$ cat config.mk
export PLATFORM = sky130hd
export DESIGN_NAME = sas_client_seq
export DESIGN_NICKNAME = d
export VERILOG_FILES = /design/src/rtl/sas_pkg.sv /design/src/rtl/adr_reg.sv /design/src/rtl/sas_client_seq.sv
export SDC_FILE = /design/constraint.sdc
export NUM_CORES = 1
export LEC_CHECK = 0
export BUFFER_PORTS_ARGS = -buffer_cell sky130_fd_sc_hd__buf_4
export CAP_MARGIN = 20
export CORE_UTILIZATION = 54
export CTS_CLUSTER_DIAMETER = 100
export DETAILED_ROUTE_END_ITERATION = 6
export PLACE_DENSITY_LB_ADDON = 0.1
export SLEW_MARGIN = 10
export SYNTH_ARGS = -nofsm -noshare
export SYNTH_HDL_FRONTEND = slang
export SYNTH_HIERARCHICAL = 1
export SYNTH_SLANG_ARGS = --single-unit
$ cat constraint.sdc
create_clock -name clk -period 2 [get_ports clk]
set_input_delay 0.2 -clock clk [delete_from_list [all_inputs] [get_ports clk]]
set_output_delay 0.2 -clock clk [all_outputs]
set_load 0.05 [all_outputs]
$ cat src/rtl/sas_pkg.sv
// Shared SAS-L2 client definitions: state codes decoded by the sequencer,
// adr_reg and the datapath, plus the An/Mn address select values.
package sas_pkg;

    // State encoding is fixed; the datapath decodes these codes directly.
    typedef enum logic [2:0] {
        ST_IDLE  = 3'b000,
        ST_GEN   = 3'b001,
        ST_SEND  = 3'b010,
        ST_RECV  = 3'b011,
        ST_UPD_M = 3'b100,
        ST_UPD_A = 3'b101,
        ST_DONE  = 3'b110,
        ST_ERR   = 3'b111
    } sas_st_e;

    localparam logic ADR_AN = 1'b0;
    localparam logic ADR_MN = 1'b1;

    function automatic int max_int(input int a, input int b);
        return (a > b) ? a : b;
    endfunction

endpackage

$ cat src/rtl/adr_reg.sv
// An/Mn address select decode from the client state code.
module adr_reg
    import sas_pkg::*;
(
    input  logic [2:0] st,
    output logic       adr
);

    // Mn is addressed while idle and while Mn is being written; An otherwise.
    assign adr = (st == ST_IDLE || st == ST_UPD_M) ? ADR_MN : ADR_AN;

endmodule

$ cat src/rtl/sas_client_seq.sv
// SAS-L2 client authentication sequencer: one round of
// GEN -> SEND -> RECV -> UPD_M -> UPD_A -> DONE, with RECV timeout to ERR.
module sas_client_seq
    import sas_pkg::*;
#(
    parameter int WAIT_CYC = 3,
    parameter int TIMEOUT  = 16
) (
    input  logic       clk,
    input  logic       rst,
    input  logic       start,
    input  logic       tx_ready,
    input  logic       rx_valid,
    output logic [2:0] st,
    output logic       adr,
    output logic       tx_valid,
    output logic       rx_ld,
    output logic       mn_we,
    output logic       an_we,
    output logic       busy,
    output logic       done,
    output logic       err
);

    localparam int CW = $clog2(max_int(WAIT_CYC, TIMEOUT) + 1);
    localparam logic [CW-1:0] WAIT_LAST = CW'(WAIT_CYC - 1);
    localparam logic [CW-1:0] TMO_LAST  = CW'((TIMEOUT > 0) ? TIMEOUT - 1 : 0);
    localparam logic [CW-1:0] CNT_MAX   = '1;

    sas_st_e       st_q, st_d;
    logic [CW-1:0] wait_q, wait_d;
    logic [CW-1:0] tmo_q, tmo_d;

    // State and counter registers; reset aborts any round in flight.
    always_ff @(posedge clk) begin
        if (rst) begin
            st_q   <= ST_IDLE;
            wait_q <= '0;
            tmo_q  <= '0;
        end else begin
            st_q   <= st_d;
            wait_q <= wait_d;
            tmo_q  <= tmo_d;
        end
    end

    // Next-state logic; counters saturate rather than wrap.
    always_comb begin
        st_d   = st_q;
        wait_d = wait_q;
        tmo_d  = tmo_q;
        case (st_q)
            ST_IDLE: begin
                if (start) begin
                    st_d   = ST_GEN;
                    wait_d = '0;
                end
            end
            ST_GEN: begin
                if (wait_q == WAIT_LAST) begin
                    st_d = ST_SEND;
                end else if (wait_q != CNT_MAX) begin
                    wait_d = wait_q + 1'b1;
                end
            end
            ST_SEND: begin
                if (tx_ready) begin
                    st_d  = ST_RECV;
                    tmo_d = '0;
                end
            end
            ST_RECV: begin
                // A response arriving on the expiry cycle still counts.
                if (rx_valid) begin
                    st_d = ST_UPD_M;
                end else if (TIMEOUT > 0 && tmo_q == TMO_LAST) begin
                    st_d = ST_ERR;
                end else if (tmo_q != CNT_MAX) begin
                    tmo_d = tmo_q + 1'b1;
                end
            end
            ST_UPD_M: st_d = ST_UPD_A;
            ST_UPD_A: st_d = ST_DONE;
            ST_DONE:  st_d = ST_IDLE;
            ST_ERR:   st_d = ST_IDLE;
            default:  st_d = ST_IDLE;
        endcase
    end

    adr_reg u_adr_reg (
        .st  (st_q),
        .adr (adr)
    );

    // Strobes are state decodes, masked while reset is asserted so an
    // aborted round never fires a write on the reset cycle.
    assign st       = st_q;
    assign busy     = (st_q != ST_IDLE);
    assign tx_valid = ~rst & (st_q == ST_SEND);
    assign rx_ld    = ~rst & (st_q == ST_RECV) & rx_valid;
    assign mn_we    = ~rst & (st_q == ST_UPD_M);
    assign an_we    = ~rst & (st_q == ST_UPD_A);
    assign done     = ~rst & (st_q == ST_DONE);
    assign err      = ~rst & (st_q == ST_ERR);

endmodule

==> impl_table.tex <==
\begin{tabular}{lr}
\hline
Metric & Value \\
\hline
\multicolumn{2}{l}{\textbf{Status}} \\
Status & finished, final reports clean \\
\multicolumn{2}{l}{\textbf{Power}} \\
Leak Pwr & 0.4674 nW \\
Net switching fraction of the power & 28.41\% \\
Pint & 0.0003786 W \\
Clock group share of total power & 31.2\% \\
Part of the power in registers & 52.4\% \\
Psw & 0.0001502 W \\
Total power & 0.0005289 W \\
Power per Cell Area & 503.8 nW/um\^{}2 \\
Largest vdd supply drop & 0.3547 mV \\
Comb power frac & 16.4\% \\
\multicolumn{2}{l}{\textbf{Cells and area}} \\
Number of antenna diodes & 0 \\
Fraction of final layout cells with drive strength greater than 1 & 27.83\% \\
Count of non-filler cells in the finished layout & 131 \\
Synth-to-Final Area Change & 15.72\% \\
Nets & 127 \\
Filler Cell Count & 144 \\
\multicolumn{2}{l}{\textbf{Global route}} \\
Total gr overflow & 0 \\
Wire length of the first global-routing pass & 2987 um \\
Maximum number of pins on one net before global-route repair & 19 \\
Global-route usage over all layers & 21.40\% \\
Vias in the first global route & 677 \\
Antenna violations before repair & 0 \\
\multicolumn{2}{l}{\textbf{Clocking}} \\
Deepest level of the CTS H-tree & 1 \\
Number of buffers on the longest clock path & 2 \\
Total clock buffers created by CTS & 3 \\
Reg clk slew, reported paths & 0.08 ns \\
CTS root buf & clkbuf\_4 \\
Post-cts hold buffer count & 0 \\
Count of clock tree sinks & 13 \\
Number of cells upsized or downsized after cts & 0 \\
Number of buffers inserted by post-CTS setup repair & 0 \\
Clock Latency Late Sink & 0.28 ns \\
TritonCTS clock tree & built \\
\multicolumn{2}{l}{\textbf{Route}} \\
Vias per Instance & 6.198 \\
WL per Instance & 13.79 um \\
Detailed-route via count & 812 \\
Final Routed Wirelength & 1806 um \\
Number of detailed-routing iterations run before antenna repair & 4 \\
Detail Route Antenna Nets & 0 \\
Number of violations reported at the end of detailed-routing iteration 0 & 9 \\
Drt drc & 0 \\
\multicolumn{2}{l}{\textbf{Synthesis}} \\
Netlist area before placement & 907.1 um\^{}2 \\
Synthesis warning total & 6 \\
Number of enable flip-flop cells after synthesis & 0 \\
Synthesized netlist net count & 112 \\
Number of library cell types mapped by synthesis & 43 \\
Syn avg cell area & 8.981 um\^{}2 \\
Number of instances in the synthesized netlist & 101 \\
Async S/R FF share, synth & 0\% \\
Top flip-flop cell by instance count after synthesis & dfxtp\_1 \\
Part of the Yosys area used for sequential elements & 28.69\% \\
Yosys reg bits & 13 \\
\multicolumn{2}{l}{\textbf{Placed design}} \\
PortBufs & 15 \\
Final HPWL from detailed placement & 1378 um \\
Total instance count after detailed placement & 127 \\
Global placement routability congestion & 0.7520 \\
\multicolumn{2}{l}{\textbf{Timing}} \\
Final period util & 94.38\% \\
Clock Skew & 0.003622 ns \\
Number of pins exceeding their max-slew limit in the final report & 0 \\
Number of failing hold endpoints at the final stage & 0 \\
Total negative slack & 0 ns \\
Worst Hold Margin & 0.2022 ns \\
Max Freq & 529.8 MHz \\
Max-slew headroom at the worst pin & 58.90\% \\
RSZ-0062 raised after global routing & false \\
Time the worst path needs with I/O delays and setup & 1.888 ns \\
Total setup violations reported at the end of the flow & 0 \\
Transition time at the pin with the least slew margin & 0.6156 ns \\
\multicolumn{2}{l}{\textbf{Setup path}} \\
Classification of the worst setup path & reg -> out \\
Arrival time at the worst endpoint & 1.69 ns \\
Critical-path maximum fanout & 17 \\
Startpoint types & flip-flop \\
Data required, critical path & 1.80 ns \\
Setup crit end kind & primary output \\
\multicolumn{2}{l}{\textbf{Floorplanning}} \\
Starting utilization of the core area & 58.85\% \\
Die Ht & 42.99 um \\
Die Span X & 42.99 um \\
Die area & 1848 um\^{}2 \\
Total core area & 1541 um\^{}2 \\
Cell row count & 14 \\
Total I/O pin count & 16 \\
\multicolumn{2}{l}{\textbf{Min path}} \\
Path class of the lowest-slack min-delay path & in -> reg \\
\multicolumn{2}{l}{\textbf{Flow run}} \\
MaxCap Viol Count & 0 \\
\hline
\end{tabular}
[metrics by stage]
stage	area, um^2	util, %	worst slack [ns]
after global routing	1050	68.10	0.05126
after CTS	1050	68.10	0.1123
after detailed placement	1023	66.40	0.1654
after floorplan	922.1	-	-0.01576
final	1050	68.10	0.1124
after global placement	1023	66.40	0.2275
[registers in the layout, summed over array words and instances (netlist names)]
signal  cells
st          3
tmo_q       5
wait_q      5
[cell type report]
type                       count  area (um^2)  share of cell area (%)
tap                           16        20.02                   1.907
inverter                       5        18.77                   1.788
clock buffer                   4        26.28                   2.503
multi-input combinational     77        604.3                   57.57
timing repair buffer          16        120.1                   11.44
sequential                    13        260.3                   24.79
[worst max-delay path, stage by stage, from the launching register on]
cell,delay [ns]
dfxtp_1,0.72
and4bb_2,0.33
and2_1,0.16
buf_4,0.18
[layout by cell type (no fill, tap or decap), drive strengths merged, types with 4 or more instances in the layout]
cell and count:
clkbuf 4, inv 5, nor3 4, dfxtp 13, nor2 7, nand2 7, nor4b 4, nand2b 6
ha 6, o21ai 5, buf 16, and3 4, a31oi 4
[per-layer routing]
layer / vias up / global-route usage, % / routed length [um]
met5: - / 0 / 0
met2: 21 / 36.36 / 852
li1: 404 / - / -
met1: 382 / 25.45 / 821
met4: 0 / 7.273 / 27
met3: 5 / 6.383 / 105
[cells by family (layout without fill, tap and decap cells)]
family	Yosys count	count (layout)	share of synthesized area (%)
compound gates	24	24	19.45
fa+ha+maj	6	6	8.276
buf+inv	11	25	6.345
flops	13	13	28.69
mux	5	5	5.793
simple gates	42	42	31.45
[worst paths after layout]
check	cells after the start	slack, ns	start	endpoint
max	3	0.11	st[2]	rx_ld
min	2	0.20	rst	st[2]
max reg2reg	6	0.17	wait_q[0]	wait_q[1]
min reg2reg	2	0.48	tmo_q[1]	tmo_q[1]
[power by group through the flow]
stage                     Sequential, W  Clock (W)  Combinational (W)
after global routing           0.000279   0.000181          0.0000931
final                          0.000277   0.000165          0.0000869
after CTS                      0.000277   0.000170          0.0000876
after global placement         0.000283          0          0.0000846
after floorplan                0.000284          0          0.0000624
after detailed placement       0.000283          0          0.0000871
[Yosys cell counts, types with 2 or more instances]
cell type,instances,share of area (%)
a31oi_1,4,2.8
a21oi_1,2,1.1
buf_2,4,2.2
mux2i_1,3,3.3
and3_1,2,1.4
ha_1,6,8.3
inv_1,5,2.1
o21ai_0,4,2.2
nor3_1,4,2.2
nor4b_2,2,3.3
a211o_1,2,1.9
or4b_1,2,2.2
nand2b_1,6,4.1
dfxtp_1,13,29
and3_2,2,1.7
nand2_1,7,2.9
nor2_1,7,2.9
(Power assumes the default switching activity.)
